### config.mk
export PLATFORM = sky130hd
export DESIGN_NAME = game_timer
export DESIGN_NICKNAME = d
export VERILOG_FILES = /design/src/rtl/game_timer_pkg.sv /design/src/rtl/bcd_down_digit.sv /design/src/rtl/game_timer.sv
export SDC_FILE = /design/constraint.sdc
export NUM_CORES = 1
export LEC_CHECK = 0
export ABC_AREA = 1
export BUFFER_PORTS_ARGS = -buffer_cell sky130_fd_sc_hd__clkbuf_2
export CORE_MARGIN = 1
export CORE_UTILIZATION = 50
export CTS_BUF_LIST = sky130_fd_sc_hd__clkbuf_2 sky130_fd_sc_hd__clkbuf_4 sky130_fd_sc_hd__clkbuf_8
export CTS_CLUSTER_DIAMETER = 120
export CTS_CLUSTER_SIZE = 14
export DETAILED_ROUTE_END_ITERATION = 10
export GPL_ROUTABILITY_DRIVEN = 0
export PLACE_DENSITY = 0.77
export REMOVE_ABC_BUFFERS = 1
export SETUP_SLACK_MARGIN = 0.5
export SYNTH_ARGS = -nofsm -noshare
export SYNTH_HDL_FRONTEND = slang
export SYNTH_HIERARCHICAL = 1
export SYNTH_SLANG_ARGS = --single-unit
### constraint.sdc
create_clock -name clk -period 7.5 [get_ports clk]
set_input_delay 0.375 -clock clk [delete_from_list [all_inputs] [get_ports clk]]
set_output_delay 0.375 -clock clk [all_outputs]
set_load 0.03 [all_outputs]
### src/rtl/game_timer_pkg.sv
// Shared encodings and constants for the countdown game timer.
package game_timer_pkg;

   localparam int BCD_W = 4;

   localparam logic [BCD_W-1:0] SEC_TENS_MAX = 4'd5;
   localparam logic [BCD_W-1:0] DIGIT_MAX    = 4'd9;

   typedef enum logic [1:0] {
      IDLE  = 2'b00,
      RUN   = 2'b01,
      PAUSE = 2'b10,
      DONE  = 2'b11
   } state_t;

endpackage

### src/rtl/bcd_down_digit.sv
// One BCD digit of a down-counter: subtracts the incoming borrow, wrapping
// 0 -> max and passing the borrow on to the next more significant digit.
module bcd_down_digit
   import game_timer_pkg::*;
(
   input  logic [BCD_W-1:0] digit,
   input  logic             borrow_in,
   input  logic [BCD_W-1:0] max,
   output logic [BCD_W-1:0] next_digit,
   output logic             borrow_out
);

   // wrap to max when borrowing from zero, otherwise subtract the borrow
   always_comb begin
      next_digit = digit;
      borrow_out = 1'b0;
      if (borrow_in) begin
         if (digit != '0) begin
            next_digit = digit - 1'b1;
         end else begin
            next_digit = max;
            borrow_out = 1'b1;
         end
      end
   end

endmodule

### src/rtl/game_timer.sv
// mm:ss BCD countdown timer driven by a sampled 1 Hz tick, with
// start / pause / restart control and a one-cycle time_up pulse.
//
// state | meaning
// IDLE  | preset shown, waiting for start
// RUN   | counting down one second per tick rise
// PAUSE | digits frozen, tick rises dropped
// DONE  | 00:00 reached, waiting for start
module game_timer
   import game_timer_pkg::*;
#(
   parameter int START_MIN = 1,
   parameter int START_SEC = 30
)(
   input  logic             clk,
   input  logic             rst,
   input  logic             tick_in,
   input  logic             start,
   input  logic             pause,
   output logic [BCD_W-1:0] min_tens,
   output logic [BCD_W-1:0] min_ones,
   output logic [BCD_W-1:0] sec_tens,
   output logic [BCD_W-1:0] sec_ones,
   output logic             running,
   output logic             done,
   output logic             time_up
);

   localparam logic [4*BCD_W-1:0] PRESET = {BCD_W'(START_MIN / 10), BCD_W'(START_MIN % 10),
                                            BCD_W'(START_SEC / 10), BCD_W'(START_SEC % 10)};
   localparam bit PRESET_ZERO = (START_MIN == 0) && (START_SEC == 0);

   state_t             state, state_nxt;
   logic [4*BCD_W-1:0] digits, digits_nxt;
   logic               time_up_nxt;
   logic               tick_d;
   logic               tick_rise;

   logic [BCD_W-1:0]   so_dec, st_dec, mo_dec, mt_dec;
   logic               b_so, b_st, b_mo, underflow;
   logic [4*BCD_W-1:0] digits_dec;

   assign tick_rise = tick_in & ~tick_d;

   bcd_down_digit u_sec_ones (.digit(digits[3:0]),   .borrow_in(1'b1), .max(DIGIT_MAX),
                              .next_digit(so_dec), .borrow_out(b_so));
   bcd_down_digit u_sec_tens (.digit(digits[7:4]),   .borrow_in(b_so), .max(SEC_TENS_MAX),
                              .next_digit(st_dec), .borrow_out(b_st));
   bcd_down_digit u_min_ones (.digit(digits[11:8]),  .borrow_in(b_st), .max(DIGIT_MAX),
                              .next_digit(mo_dec), .borrow_out(b_mo));
   bcd_down_digit u_min_tens (.digit(digits[15:12]), .borrow_in(b_mo), .max(DIGIT_MAX),
                              .next_digit(mt_dec), .borrow_out(underflow));

   // a borrow out of the top digit means the value was 00:00; never apply it
   assign digits_dec = {mt_dec, mo_dec, st_dec, so_dec};

   // next state, next digits and time_up; start overrides everything else
   always_comb begin
      state_nxt   = state;
      digits_nxt  = digits;
      time_up_nxt = 1'b0;
      if (start) begin
         digits_nxt = PRESET;
         if (PRESET_ZERO) begin
            state_nxt   = DONE;
            time_up_nxt = 1'b1;
         end else begin
            state_nxt = RUN;
         end
      end else begin
         case (state)
            RUN: begin
               if (pause) begin
                  state_nxt = PAUSE;
               end else if (tick_rise && !underflow) begin
                  digits_nxt = digits_dec;
                  if (digits_dec == '0) begin
                     state_nxt   = DONE;
                     time_up_nxt = 1'b1;
                  end
               end
            end
            PAUSE: begin
               if (pause) state_nxt = RUN;
            end
            default: ;
         endcase
      end
   end

   // state, digit and edge-detect registers
   always_ff @(posedge clk) begin
      if (rst) begin
         state   <= IDLE;
         digits  <= PRESET;
         time_up <= 1'b0;
         tick_d  <= 1'b0;
      end else begin
         state   <= state_nxt;
         digits  <= digits_nxt;
         time_up <= time_up_nxt;
         tick_d  <= tick_in;
      end
   end

   assign {min_tens, min_ones, sec_tens, sec_ones} = digits;
   assign running = (state == RUN);
   assign done    = (state == DONE);

endmodule

==> results.txt <==
share of the synthesized area in the top cell type: 0.267
Crit Path Class: reg -> reg
final worst clock skew: 0.00239 ns
Area Growth Syn to Fin: 15.5%
worst slew pin tran: 0.990 ns
Synth area leader: dfxtp_1
WL/cell: 8.94 µm
maximum vdd ir drop: 0.000128 V
Clock Latency Late Sink: 0.31 ns
Overflow after GRT: 0
Worst Setup SP: digits[0]
mean post-synth cell area: 5.82 µm²
vias in the first global route: 1312
commonest non-fill, non-tap cell in the layout: nand2_1
Pwr Density: 122 nW/µm²
largest net degree at the start of global routing: 19
H-tree levels: 1
Slew Viols, Final: 0
hold endpoint: tick_d
gr usage total: 0.202
worst-case clock buffer depth: 2
final net count: 313
post-CTS sizing: 0
initial antenna violation count: 0
DR vias: 1536
placeable core region: 2810 µm²
Seq cells post-synth: 20
Routed Wire Length: 2990 µm
root buf cell: clkbuf_4
Fin. Hold Viols: 0
Distinct cells, synth: 22
DRT antenna net count: 0
# diodes: 0
site row count: 19
Seq/Total Area, Yosys: 0.267
Reg-to-Reg Start: digits[0]
YS warnings: 6
Worst EP arrival: 3.11 ns
most frequent cells in the layout: nand2_1, nor2_1, inv_1
fin crit share: 0.392
MaxCap Viol Count: 0
first-pass GRT wire length: 5290 µm
layout cells sized above 1: 0.132
final-report setup violation count: 0
synth top area cells: dfxtp_1, nand2_1, nor2_1, inv_1, nand3_1
Hold Path Depth: 2
Port-buffer cells: 23
CTS tree: yes
Hold Buf Count CTS: 0
min-delay src: rst
status: finished with violations
detailed placer's ending HPWL: 2240 µm
I/O Pins: 24
Setup Fix Bufs, Post-CTS: 0
Max Fanout on Critical Path: 17
Initial Util: 0.535
Worst Path Required: 7.67 ns
die height: 56.8 µm
hold_ws: 0.242 ns
Clock Sinks: 20
LEAKAGE: 0.977 nW
DR iter-0 viols: 78
Num CTS Buffers: 3
crit end category: register
reg-to-reg critical path endpoint: digits[4]
Max Freq: 340 MHz
cell area after synthesis: 1500 µm²
R2R setup slack: 4.56 ns
Reg2Reg Depth: 15
setup TNS: 0 ns
violated checks: design-rule violations
RSZ-0062 raised after global routing: no
Slew Limit Headroom: 0.338
die area: 3230 µm²
clock slew at reported path FFs: 0.11 ns
worst hold path class: in -> reg
Die Wd: 56.8 µm
Period minus WS final: 2.94 ns
drt pass-1 iters: 7
vias per inst: 4.60
startpoint types: register
Gate Count Post-Synth: 258
drt drc: 5
Yosys cell counts:
cell type,instances
a21oi_1,2
buf_12,1
buf_2,1
buf_6,1
conb_1,2
dfxtp_1,20
ha_1,4
inv_1,45
inv_2,1
inv_6,1
nand2_1,62
nand2_2,4
nand3_1,29
nand3_4,1
nor2_1,48
nor2_2,4
nor2_4,1
nor3_4,1
o211ai_1,4
o21ai_0,23
o21ai_1,2
o21bai_1,1
cell type report:
cell class / count / area, µm²
clock buffer: 4 / 36.3
fill: 271 / 1070
inverter: 47 / 181
multi-input combinational: 209 / 962
sequential: 20 / 400
tap: 31 / 38.8
timing repair buffer: 23 / 115
logic make-up (layout without fill, tap and decap cells):
logic type,Yosys count,count (layout),synth area share
AND/OR/NAND/NOR,150,150,0.435
buffers and inverters,50,74,0.145
AO/OA/AOI/OAI,32,32,0.115
flip-flops,20,20,0.267
adder cells (fa/ha/maj),4,4,0.0333
other,2,23,0.00500
power by group:
group	leakage, nW	switching (W)	internal (W)
Clock	0.0210	0.0000343	0.0000297
Sequential	0.162	0.00000250	0.000108
Combinational	0.794	0.0000241	0.0000121
Total	0.977	0.0000609	0.000150
registers in the layout, summed over array words and instances, names as in the netlist:
name and flops:
tick_d 1, digits 16, state 2, time_up 1
worst max-delay path, cell delays in order, from the launching register on:
cell,delay (ns)
dfxtp_1,0.35
inv_1,0.11
ha_1,0.28
nand2_2,0.10
nor2_1,0.29
inv_1,0.11
nor2_1,0.33
inv_1,0.10
nor2_1,0.34
inv_1,0.11
nor2_1,0.21
nor3_4,0.08
nand3_4,0.17
inv_6,0.11
nand2_1,0.08
nand3_1,0.06
through the flow:
step	total power, W	cell area (µm²)	util	setup WS, ns	cells
finish	0.000211	1730	0.618	4.56	334
global route	0.000225	1730	0.618	4.12	334
CTS	0.000214	1730	0.618	4.56	334
detailed placement	0.000149	1700	0.605	4.58	330
global placement	0.000149	1700	0.605	4.65	330
floorplan	0.000142	1540	-	4.86	276
how the worst max path moves through the flow:
stage	endpoint	slack, ns	cells after the start
6_report	digits[4]	4.56	15
5_1_grt	digits[13]	4.12	15
4_1_cts	digits[4]	4.56	15
3_5_place_dp	digits[4]	4.58	15
3_3_place_gp	digits[4]	4.65	15
2_1_floorplan	digits[8]	4.86	15
per-layer routing:
layer  track usage  vias to the layer above  part of all wire
li1              -                      866                 -
met1         0.271                      649              0.52
met2         0.340                       19              0.45
met3        0.0484                        2             0.029
met4        0.0209                        0            0.0037
met5             0                        -                 0
(Power assumes the default switching activity.)
